--- src/rtl/abacus_pkg.sv ---
// Shared profiler types: fill-tracker FSM states and default counter width.
package abacus_pkg;

  localparam int DEFAULT_CNT_W = 32;

  typedef enum logic [1:0] {
    ST_IDLE      = 2'd0,
    ST_FILLING   = 2'd1,
    ST_TIMED_OUT = 2'd2
  } fill_state_e;

endpackage

--- src/rtl/line_fill_latency_tracker_if.sv ---
// Control inputs and statistics outputs of one line-fill latency tracker.
interface line_fill_latency_tracker_if #(
  parameter int CNT_W = abacus_pkg::DEFAULT_CNT_W
);
  logic             enable;
  logic             clear;
  logic             fill_in_progress;
  logic [CNT_W-1:0] fill_count;
  logic [CNT_W-1:0] total_latency;
  logic [CNT_W-1:0] max_latency;
  logic [CNT_W-1:0] last_latency;
  logic [CNT_W-1:0] timeout_count;
  logic             busy;

  modport master (
    output enable, clear, fill_in_progress,
    input  fill_count, total_latency, max_latency, last_latency, timeout_count, busy
  );

  modport slave (
    input  enable, clear, fill_in_progress,
    output fill_count, total_latency, max_latency, last_latency, timeout_count, busy
  );
endinterface

--- src/rtl/sat_accumulator.sv ---
// Accumulator that adds inc_val when inc_en and sticks at all-ones instead of wrapping.
module sat_accumulator #(
  parameter int W = abacus_pkg::DEFAULT_CNT_W
) (
  input  logic         clk,
  input  logic         rst,
  input  logic         clr,
  input  logic         inc_en,
  input  logic [W-1:0] inc_val,
  output logic [W-1:0] value
);
  logic [W-1:0] r_value;
  logic [W:0]   w_sum;

  assign w_sum = {1'b0, r_value} + {1'b0, inc_val};
  assign value = r_value;

  always_ff @(posedge clk) begin
    if (rst || clr)
      r_value <= '0;
    else if (inc_en)
      r_value <= w_sum[W] ? '1 : w_sum[W-1:0];
  end
endmodule

--- src/rtl/line_fill_latency_tracker.sv ---
// Measures cache line-fill durations from the fill-in-progress level and keeps
// saturating count/total/max/last/timeout statistics.
module line_fill_latency_tracker
  import abacus_pkg::*;
#(
  parameter int CNT_W           = DEFAULT_CNT_W,
  parameter int MAX_FILL_CYCLES = 1024
) (
  input logic                        clk,
  input logic                        rst,
  line_fill_latency_tracker_if.slave bus
);
  localparam logic [CNT_W-1:0] ONES  = '1;
  // Timeout fires on the cycle the fill length would reach MAX_FILL_CYCLES.
  localparam logic [63:0]      LIMIT = 64'(MAX_FILL_CYCLES - 1);

  fill_state_e      r_state, w_state_nxt;
  logic [CNT_W-1:0] r_cur_lat, w_cur_lat_nxt;
  logic [CNT_W-1:0] r_max_lat, r_last_lat;
  logic             r_fill_q, r_seen_low;
  logic             w_rise, w_commit, w_timeout, w_at_limit;

  // After reset fill_q is 0 even if the fill is still high; seen_low blocks
  // that false edge until the level has actually been observed low.
  assign w_rise     = bus.fill_in_progress & ~r_fill_q & r_seen_low;
  assign w_at_limit = 64'(r_cur_lat) >= LIMIT;

  always_ff @(posedge clk) begin
    if (rst) begin
      r_fill_q   <= 1'b0;
      r_seen_low <= 1'b0;
    end else begin
      r_fill_q <= bus.fill_in_progress;
      if (!bus.fill_in_progress) r_seen_low <= 1'b1;
    end
  end

  always_ff @(posedge clk) begin
    if (rst) begin
      r_state   <= ST_IDLE;
      r_cur_lat <= '0;
    end else begin
      r_state   <= w_state_nxt;
      r_cur_lat <= w_cur_lat_nxt;
    end
  end

  always_comb begin
    w_state_nxt   = r_state;
    w_cur_lat_nxt = r_cur_lat;
    w_commit      = 1'b0;
    w_timeout     = 1'b0;
    if (bus.clear) begin
      w_state_nxt   = ST_IDLE;
      w_cur_lat_nxt = '0;
    end else begin
      unique case (r_state)
        ST_IDLE: begin
          if (bus.enable && w_rise) begin
            w_state_nxt   = ST_FILLING;
            w_cur_lat_nxt = CNT_W'(1);
          end
        end
        ST_FILLING: begin
          if (!bus.enable) begin
            w_state_nxt   = ST_IDLE;
            w_cur_lat_nxt = '0;
          end else if (!bus.fill_in_progress) begin
            w_commit      = 1'b1;
            w_state_nxt   = ST_IDLE;
            w_cur_lat_nxt = '0;
          end else if (w_at_limit) begin
            w_timeout     = 1'b1;
            w_state_nxt   = ST_TIMED_OUT;
            w_cur_lat_nxt = '0;
          end else if (r_cur_lat != ONES) begin
            w_cur_lat_nxt = r_cur_lat + CNT_W'(1);
          end
        end
        ST_TIMED_OUT: begin
          if (!bus.enable || !bus.fill_in_progress) w_state_nxt = ST_IDLE;
        end
        default: w_state_nxt = ST_IDLE;
      endcase
    end
  end

  always_ff @(posedge clk) begin
    if (rst || bus.clear) begin
      r_max_lat  <= '0;
      r_last_lat <= '0;
    end else if (w_commit) begin
      r_last_lat <= r_cur_lat;
      if (r_cur_lat > r_max_lat) r_max_lat <= r_cur_lat;
    end
  end

  sat_accumulator #(.W(CNT_W)) u_fill_count (
    .clk(clk), .rst(rst), .clr(bus.clear),
    .inc_en(w_commit), .inc_val(CNT_W'(1)), .value(bus.fill_count)
  );

  sat_accumulator #(.W(CNT_W)) u_total_latency (
    .clk(clk), .rst(rst), .clr(bus.clear),
    .inc_en(w_commit), .inc_val(r_cur_lat), .value(bus.total_latency)
  );

  sat_accumulator #(.W(CNT_W)) u_timeout_count (
    .clk(clk), .rst(rst), .clr(bus.clear),
    .inc_en(w_timeout), .inc_val(CNT_W'(1)), .value(bus.timeout_count)
  );

  assign bus.max_latency  = r_max_lat;
  assign bus.last_latency = r_last_lat;
  assign bus.busy         = (r_state == ST_FILLING);
endmodule
--- src/flat_wrapper.sv ---
// flat-port wrapper written by rule: the top's interface ports become plain ports
module line_fill_latency_tracker_flat import abacus_pkg::*;
#(
  parameter int CNT_W           = DEFAULT_CNT_W,
  parameter int MAX_FILL_CYCLES = 1024
)
  (clk, rst, bus_enable, bus_clear, bus_fill_in_progress, bus_fill_count, bus_total_latency, bus_max_latency, bus_last_latency, bus_timeout_count, bus_busy);
  line_fill_latency_tracker_if #(.CNT_W(CNT_W)) bus_i ();
  input logic clk;
  input logic rst;
  input wire logic [$bits(bus_i.enable)-1:0] bus_enable;
  input wire logic [$bits(bus_i.clear)-1:0] bus_clear;
  input wire logic [$bits(bus_i.fill_in_progress)-1:0] bus_fill_in_progress;
  output wire logic [$bits(bus_i.fill_count)-1:0] bus_fill_count;
  output wire logic [$bits(bus_i.total_latency)-1:0] bus_total_latency;
  output wire logic [$bits(bus_i.max_latency)-1:0] bus_max_latency;
  output wire logic [$bits(bus_i.last_latency)-1:0] bus_last_latency;
  output wire logic [$bits(bus_i.timeout_count)-1:0] bus_timeout_count;
  output wire logic [$bits(bus_i.busy)-1:0] bus_busy;
  assign bus_i.enable = bus_enable;
  assign bus_i.clear = bus_clear;
  assign bus_i.fill_in_progress = bus_fill_in_progress;
  assign bus_fill_count = bus_i.fill_count;
  assign bus_total_latency = bus_i.total_latency;
  assign bus_max_latency = bus_i.max_latency;
  assign bus_last_latency = bus_i.last_latency;
  assign bus_timeout_count = bus_i.timeout_count;
  assign bus_busy = bus_i.busy;
  line_fill_latency_tracker #(.CNT_W(CNT_W), .MAX_FILL_CYCLES(MAX_FILL_CYCLES)) u_core (.clk(clk), .rst(rst), .bus(bus_i));
endmodule
--- config.mk ---
export PLATFORM = sky130hd
export DESIGN_NAME = line_fill_latency_tracker_flat
export DESIGN_NICKNAME = d
export VERILOG_FILES = /design/src/rtl/abacus_pkg.sv /design/src/rtl/line_fill_latency_tracker_if.sv /design/src/rtl/sat_accumulator.sv /design/src/rtl/line_fill_latency_tracker.sv /design/src/flat_wrapper.sv
export SDC_FILE = /design/constraint.sdc
export NUM_CORES = 1
export LEC_CHECK = 0
export CORE_MARGIN = 8
export CORE_UTILIZATION = 49
export CTS_CLUSTER_DIAMETER = 120
export DETAILED_ROUTE_END_ITERATION = 8
export GPL_TIMING_DRIVEN = 0
export PLACE_DENSITY = 0.89
export SETUP_SLACK_MARGIN = 0.3
export SLEW_MARGIN = 20
export SYNTH_ARGS = -nofsm -noshare
export SYNTH_HDL_FRONTEND = slang
export SYNTH_SLANG_ARGS = --single-unit
--- constraint.sdc ---
create_clock -name clk -period 2.57 [get_ports clk]
set_input_delay 0.257 -clock clk [delete_from_list [all_inputs] [get_ports clk]]
set_output_delay 0.257 -clock clk [all_outputs]
set_load 0.03 [all_outputs]
==> summary.txt, run 1 <==
Drt initial violations -> 1522
Grt peak-use layer -> met2
Skew-Pair Late Insertion Delay -> 0.45 ns
Setup TNS -> -12.55 ns
Top_reg_cell synth -> dfxtp_1
Number of flops mapped to enable cells by yosys -> 0
Register area share after synthesis -> 0.396
Reg2reg path depth -> 12
Final Hold Viols -> 0
Residual DRC -> 0
Critical Path AT -> 3.29 ns
I/O pins -> 166
Remaining Overflow, GRT -> 0
Global routing met2 resource utilization -> 0.489
Seq cells post-synth -> 196
Lkg Pwr -> 5.63 nW
FF-to-FF Start -> u_core.bus.max_latency[9]
First-pass GRT wire length -> 57.7 mm
Clock net sink count -> 196
Clk_skew -> 0.0159 ns
Core area -> 0.0200 mm^2
Pin count of the biggest net entering global routing -> 17
Hold_sp -> u_core.bus.last_latency[26]
CTS tree -> done
M3 GR Usage -> 0.0688
Crit path capture type -> flip-flop
Routed Wire Length -> 46.8 mm
Fin util -> 0.778
Min-Delay Path Depth -> 2
DR WL/cell -> 26.9 um
Post-Syn Area -> 0.00990 mm^2
Vias in the first global route -> 10800
Cell area power density -> 376 mW/mm^2
Reg-to-Reg End -> u_core.bus.max_latency[20]
Hold Path Sink -> u_core.bus.last_latency[26]
Die footprint -> 0.0250 mm^2
Worst-path clk slew -> 0.08 ns
CTS buffer count -> 17
Antenna diodes -> 0
Post-DP Area -> 0.0125 mm^2
Final Net Count -> 1531
RSZ-0062 raised after global routing -> yes
Highest-count cells in the layout ignoring fill and taps -> 165 x clkdlybuf4s50_1, 123 x dfxtp_1, 109 x nand2_1, 101 x a21oi_1, 63 x nor2_1
Setup ws final -> -0.404 ns
R2R Setup Slk -> -0.40 ns
Drt pass-1 iters -> 7
Post-synth ARST share -> 0
WP data required -> 2.88 ns
Crit share post-route -> 1.16
Die outline width -> 158 um
Multi-input logic area -> 0.00732 mm^2
VDD IR-drop max -> 0.476 mV
Synth warn -> 0
Initial core utilization -> 0.494
Worst Path Class, Setup -> reg -> reg
Antenna violations before repair -> 0
DP Worst Slack -> -0.653 ns
Layout cell share with drive strength beyond 1 -> 0.339
Most common cell after layout, fill and taps aside -> clkdlybuf4s50_1
Root buffer cell -> clkbuf_16
Worst-Margin Slew -> 1.14 ns
Max-slew headroom -> 0.242
Vias -> 11500
GR Util met1 -> 0.329
Max cap viols -> 0
Crit Path Max Fanout -> 6
Synthesized Nets -> 1258
Final setup violation count -> 66
H-tree lvl count -> 4
Distinct cells, synth -> 63
GPL Wtd Cong -> 0.924
P&R area growth vs syn -> 57.5%
Type of the worst min-delay path -> reg -> reg
Violated checks -> setup timing
Post-route cell area -> 0.0156 mm^2
Row count -> 52
Type of origin of the critical path -> flip-flop
Hold Buf Count CTS -> 0
GRT Total Usage -> 0.291
Period minus WS final -> 2.97 ns
Status -> finished with violations
Port bufs -> 165
Max Clk Rate -> 336 MHz
Gate Count Post-Synth -> 1185
Average vias per placed instance -> 6.62
Mapped Avg Cell Area -> 8.35 um^2
Routed Antenna Nets -> 0
Fillers -> 1122
DP Wirelength -> 22.8 mm
Die Y -> 158 um
Register area -> 0.00411 mm^2
Final Max Slew Viols -> 0
Max Buffers Root-to-Sink -> 2
-- where the power goes --
part / internal [mW] / switching (mW)
sequential: 3.00 / 0.00211
clock: 1.37 / 1.32
combinational: 0.0364 / 0.131
-- layout make-up --
class                           count  area share
Multi-Input combinational cell    877       0.469
Clock buffer                       20      0.0287
Timing Repair Buffer              253       0.161
Inverter                           52      0.0132
Sequential cell                   196       0.263
Tap cell                          270      0.0217
Buffer                             61      0.0363
Clock inverter                     11     0.00658
-- what timing repair did --
item                       in CTS  in global routing
cloned                          9                  3
pin swaps                      46                 57
setup endpoints to repair     186                189
gates resized for setup       179                232
buffers inserted               50                 27
-- synthesized netlist by cell type, drive strengths merged (2+ instances only) --
cell type / number / area, um^2
a311oi: 2 / 17.5
xnor2: 24 / 210
or2: 5 / 31.3
or3: 2 / 12.5
nand2: 120 / 450
dfxtp: 196 / 3920
a21oi: 163 / 820
o21ai: 55 / 275
nand4: 28 / 190
nor2: 74 / 278
o31ai: 35 / 268
o21a: 5 / 37.5
a211oi: 8 / 75.1
and3: 27 / 171
mux2i: 3 / 30.0
nand3: 76 / 393
nor4: 10 / 77.6
and4: 11 / 96.3
inv: 52 / 195
o21bai: 4 / 30.0
a31oi: 15 / 93.8
clkbuf: 50 / 190
a21o: 22 / 165
nor3: 16 / 90.1
and2: 6 / 40.0
nor2b: 5 / 31.3
a21boi: 3 / 22.5
nand2b: 3 / 18.8
ha: 67 / 838
o211ai: 5 / 37.5
buf: 11 / 58.8
xor2: 65 / 569
-- per-stage QoR --
step                instances  power (mW)  hold slack (ns)
floorplan                1185        3.16            0.326
global route             1740        5.96            0.472
finish                   1740        5.85            0.458
detailed placement       1620        3.20            0.442
global placement         1620        3.20            0.435
CTS                      1710        5.72            0.429
-- routing by layer --
metal	routed length, um	vias up
li1	-	4770
met1	16000	5409
met2	21400	998
met3	5710	336
met4	3670	0
met5	0	-
-- sequential cells by signal, indices dropped and copies added, names as in the netlist --
register,cells
u_core.r_state,2
u_core.r_fill_q,1
u_core.u_total_latency.value,32
u_core.u_timeout_count.value,32
u_core.r_cur_lat,32
u_core.u_fill_count.value,32
u_core.bus.max_latency,32
u_core.r_seen_low,1
u_core.bus.last_latency,32
-- cell families (layout without fill, tap and decap cells) --
kind of cell	Yosys count	after routing	share of synthesized area
flip-flops	196	196	0.396
AND/OR/NAND/NOR	386	386	0.192
XOR/XNOR	89	89	0.0787
buffers and inverters	113	397	0.0449
adder cells (fa/ha/maj)	68	68	0.0867
multiplexers	3	3	0.00303
AO/OA/AOI/OAI	330	331	0.198
-- how the worst max path moves through the flow --
stage,slack [ns],depth (start not counted),to,start
after floorplan,0.13,11,u_core.u_total_latency.value[31],u_core.u_total_latency.value[0]
after global placement,-0.58,9,u_core.r_cur_lat[28],bus_fill_in_progress
after detailed placement,-0.65,9,u_core.r_cur_lat[29],bus_fill_in_progress
after CTS,-0.009,11,u_core.u_total_latency.value[31],u_core.r_cur_lat[0]
after global routing,-0.45,12,u_core.bus.max_latency[20],u_core.bus.max_latency[9]
final,-0.40,12,u_core.bus.max_latency[20],u_core.bus.max_latency[9]
-- critical path: stages (launching register included) --
cell and delay [ns]:
dfxtp_4 0.37, inv_4 0.07, ha_4 0.19, a21o_1 0.18, a21o_1 0.17, a21oi_2 0.13
o21a_1 0.34, o221ai_2 0.19, a221oi_4 0.43, a211oi_4 0.09, buf_12 0.18, buf_8 0.14
o31ai_2 0.33
No activity file was read; power rests on OpenSTA's default activity.
==> run 2: changes to the inputs <==
--- a/config.mk
+++ b/config.mk
@@ -6,11 +6,11 @@
 export NUM_CORES = 1
 export LEC_CHECK = 0
 export CORE_MARGIN = 8
-export CORE_UTILIZATION = 49
+export CORE_UTILIZATION = 40
 export CTS_CLUSTER_DIAMETER = 120
 export DETAILED_ROUTE_END_ITERATION = 8
 export GPL_TIMING_DRIVEN = 0
-export PLACE_DENSITY = 0.89
+export PLACE_DENSITY = 0.75
 export SETUP_SLACK_MARGIN = 0.3
 export SLEW_MARGIN = 20
 export SYNTH_ARGS = -nofsm -noshare
==> constraint.sdc (replaced) <==
create_clock -name clk -period 3.5 [get_ports clk]
set_input_delay 0.35 -clock clk [delete_from_list [all_inputs] [get_ports clk]]
set_output_delay 0.35 -clock clk [all_outputs]
set_load 0.03 [all_outputs]
==> run 2 against run 1 <==
The flow now finishes without violations. Critical path depth shrank 1. Clock skew about the same. Wire length is 37% lower. Via count decreased by 18%. Sequential share of layout area grew 4.8 points. Global-route usage decreased by 9.9 points. Flip-flop and latch count unchanged. Critical endpoint is now u_core.u_total_latency.value[31]. Cell count shrank 1.9%. Clock power decreased by 28%. Largest cell class unchanged. First-iteration DRC count decreased by 53%. Worst setup slack better by 0.81 ns. Fmax shrank 3.8%.
==> summary.txt, run 2 (synthesis gave the netlist of run 1 again) <==
Worst-path clk slew -> 0.08 ns
Vias in the first global route -> 9066
Crit share post-route -> 0.883
Pin count of the biggest net entering global routing -> 19
Remaining Overflow, GRT -> 0
Type of the worst min-delay path -> reg -> reg
Max Buffers Root-to-Sink -> 2
Critical Path AT -> 3.41 ns
Worst-Margin Slew -> 1.04 ns
Type of origin of the critical path -> flip-flop
DR WL met3 -> 1.91 mm
CTS tree -> done
Clk_skew -> 0.0162 ns
First-pass GRT wire length -> 47.6 mm
Antenna diodes -> 0
Routed Wire Length -> 29.6 mm
Slowest CP cell -> fa_1
Final Hold Viols -> 0
WP data required -> 3.82 ns
Hold slack final -> 0.456 ns
CP delay by family, top -> compound AO/OA/AOI/OAI gates
Clock net sink count -> 196
Final setup violation count -> 0
Routed Antenna Nets -> 0
Max cap viols -> 0
Post-DP Area -> 0.0120 mm^2
Max-slew headroom -> 0.304
Vias -> 9422
Die Y -> 173 um
Lkg Pwr -> 4.66 nW
DP Wirelength -> 22.3 mm
Largest stage delay, worst path -> 0.46 ns
Cell area power density -> 337 mW/mm^2
CTS buffer count -> 17
I/O pins -> 166
Setup ws final -> 0.409 ns
Final Net Count -> 1443
H-tree lvl count -> 4
GRT Total Usage -> 0.192
Highest Signal Layer -> met4
Status -> finished, final reports clean
Skew-Pair Late Insertion Delay -> 0.44 ns
Fin util -> 0.518
Die footprint -> 0.0300 mm^2
Hold Buf Count CTS -> 0
VDD IR-drop max -> 0.284 mV
Drt pass-1 iters -> 5
Critical path, cell by cell -> ha_1 -> fa_1 -> a211oi_2 -> o211ai_1 -> a21oi_2 -> o31ai_4 -> o21ai_2 -> a21oi_1 -> a31oi_1 -> nand4_1 -> and3_1
Antenna violations before repair -> 0
Initial core utilization -> 0.407
Residual DRC -> 0
RSZ-0062 raised after global routing -> yes
GPL Wtd Cong -> 0.873
Buf/Inv on CP -> 0
Max Clk Rate -> 324 MHz
Crit Path Max Fanout -> 8
Fillers -> 2325
Crit path capture type -> flip-flop
Register area -> 0.00392 mm^2
Post-route cell area -> 0.0126 mm^2
Worst Path Class, Setup -> reg -> reg
Wl on met1 -> 13.5 mm
Root buffer cell -> clkbuf_16
Routed wl met2 -> 13.7 mm
Row count -> 57
Final Max Slew Viols -> 0
Period minus WS final -> 3.09 ns
Port bufs -> 165
DP Worst Slack -> 0.0219 ns
Die outline width -> 173 um
Layout cell share with drive strength beyond 1 -> 0.0550
Setup TNS -> 0 ns
DR WL/cell -> 17.4 um
Average vias per placed instance -> 5.52
Most common cell after layout, fill and taps aside -> dfxtp_1
Drt initial violations -> 712
Core area -> 0.0243 mm^2
Highest-count cells in the layout ignoring fill and taps -> 196 x dfxtp_1, 165 x clkdlybuf4s50_1, 161 x a21oi_1, 120 x nand2_1, 75 x nand3_1
P&R area growth vs syn -> 27.2%
Multi-input logic area -> 0.00558 mm^2
## run 2: cell types whose count changed in the layout (fill, tap and decap cells not counted), sizes merged
| cell | delta |
|---|---|
| a211oi | -1 |
| inv | +5 |
| bufinv | -1 |
| buf | -94 |
| clkbuf | +7 |
| clkinv | -1 |
| clkinvlp | -2 |
## run 2: repair_timing
action                                  CTS  global route
buffers inserted                          0             1
resized for setup                         6            16
pin swaps                                 1             1
endpoints found under the setup margin   63            63
## run 2: final cells by class
class	count	area share
plain buffers	61	0.0208
inverters	52	0.0155
repair buffers	166	0.132
well taps	324	0.0322
clock inverters	12	0.00865
clock buffers	20	0.0363
multi-input cells	876	0.443
flip-flops and latches	196	0.312
## run 2: metrics by stage
stage	std cells	power (mW)
after floorplan	1185	2.33
after global placement	1674	2.36
after detailed placement	1674	2.36
after CTS	1706	4.27
after global routing	1707	4.39
final	1707	4.24
## run 2: worst register-to-register path: cells and delay by family (launching register included)
family / cells / cell delay [ns]
fa+ha+maj: 2 / 0.73
compound gates: 7 / 1.53
flops: 1 / 0.42
simple gates: 2 / 0.31
## run 2: where the power goes
part | internal (mW) | switching, mW
clock | 0.978 | 0.949
combinational | 0.0164 | 0.0649
sequential | 2.23 | 0.00174
total | 3.22 | 1.02
## run 2: path summary, 6_finish.rpt
| kind | slack [ns] | cells after the start | startpoint | end |
|---|---|---|---|---|
| worst max register to register | 0.41 | 11 | u_core.r_cur_lat[0] | u_core.u_total_latency.value[31] |
| worst min-delay path | 0.46 | 2 | u_core.bus.last_latency[12] | u_core.bus.last_latency[12] |
| worst min register to register | 0.46 | 2 | u_core.bus.last_latency[12] | u_core.bus.last_latency[12] |
| worst max-delay path | 0.41 | 11 | u_core.r_cur_lat[0] | u_core.u_total_latency.value[31] |
## run 2: per-layer routing
metal,up-vias,GRT usage
li1,4604,-
met2,280,0.315
met1,4506,0.247
met4,0,0.0521
met5,-,0
met3,32,0.0457
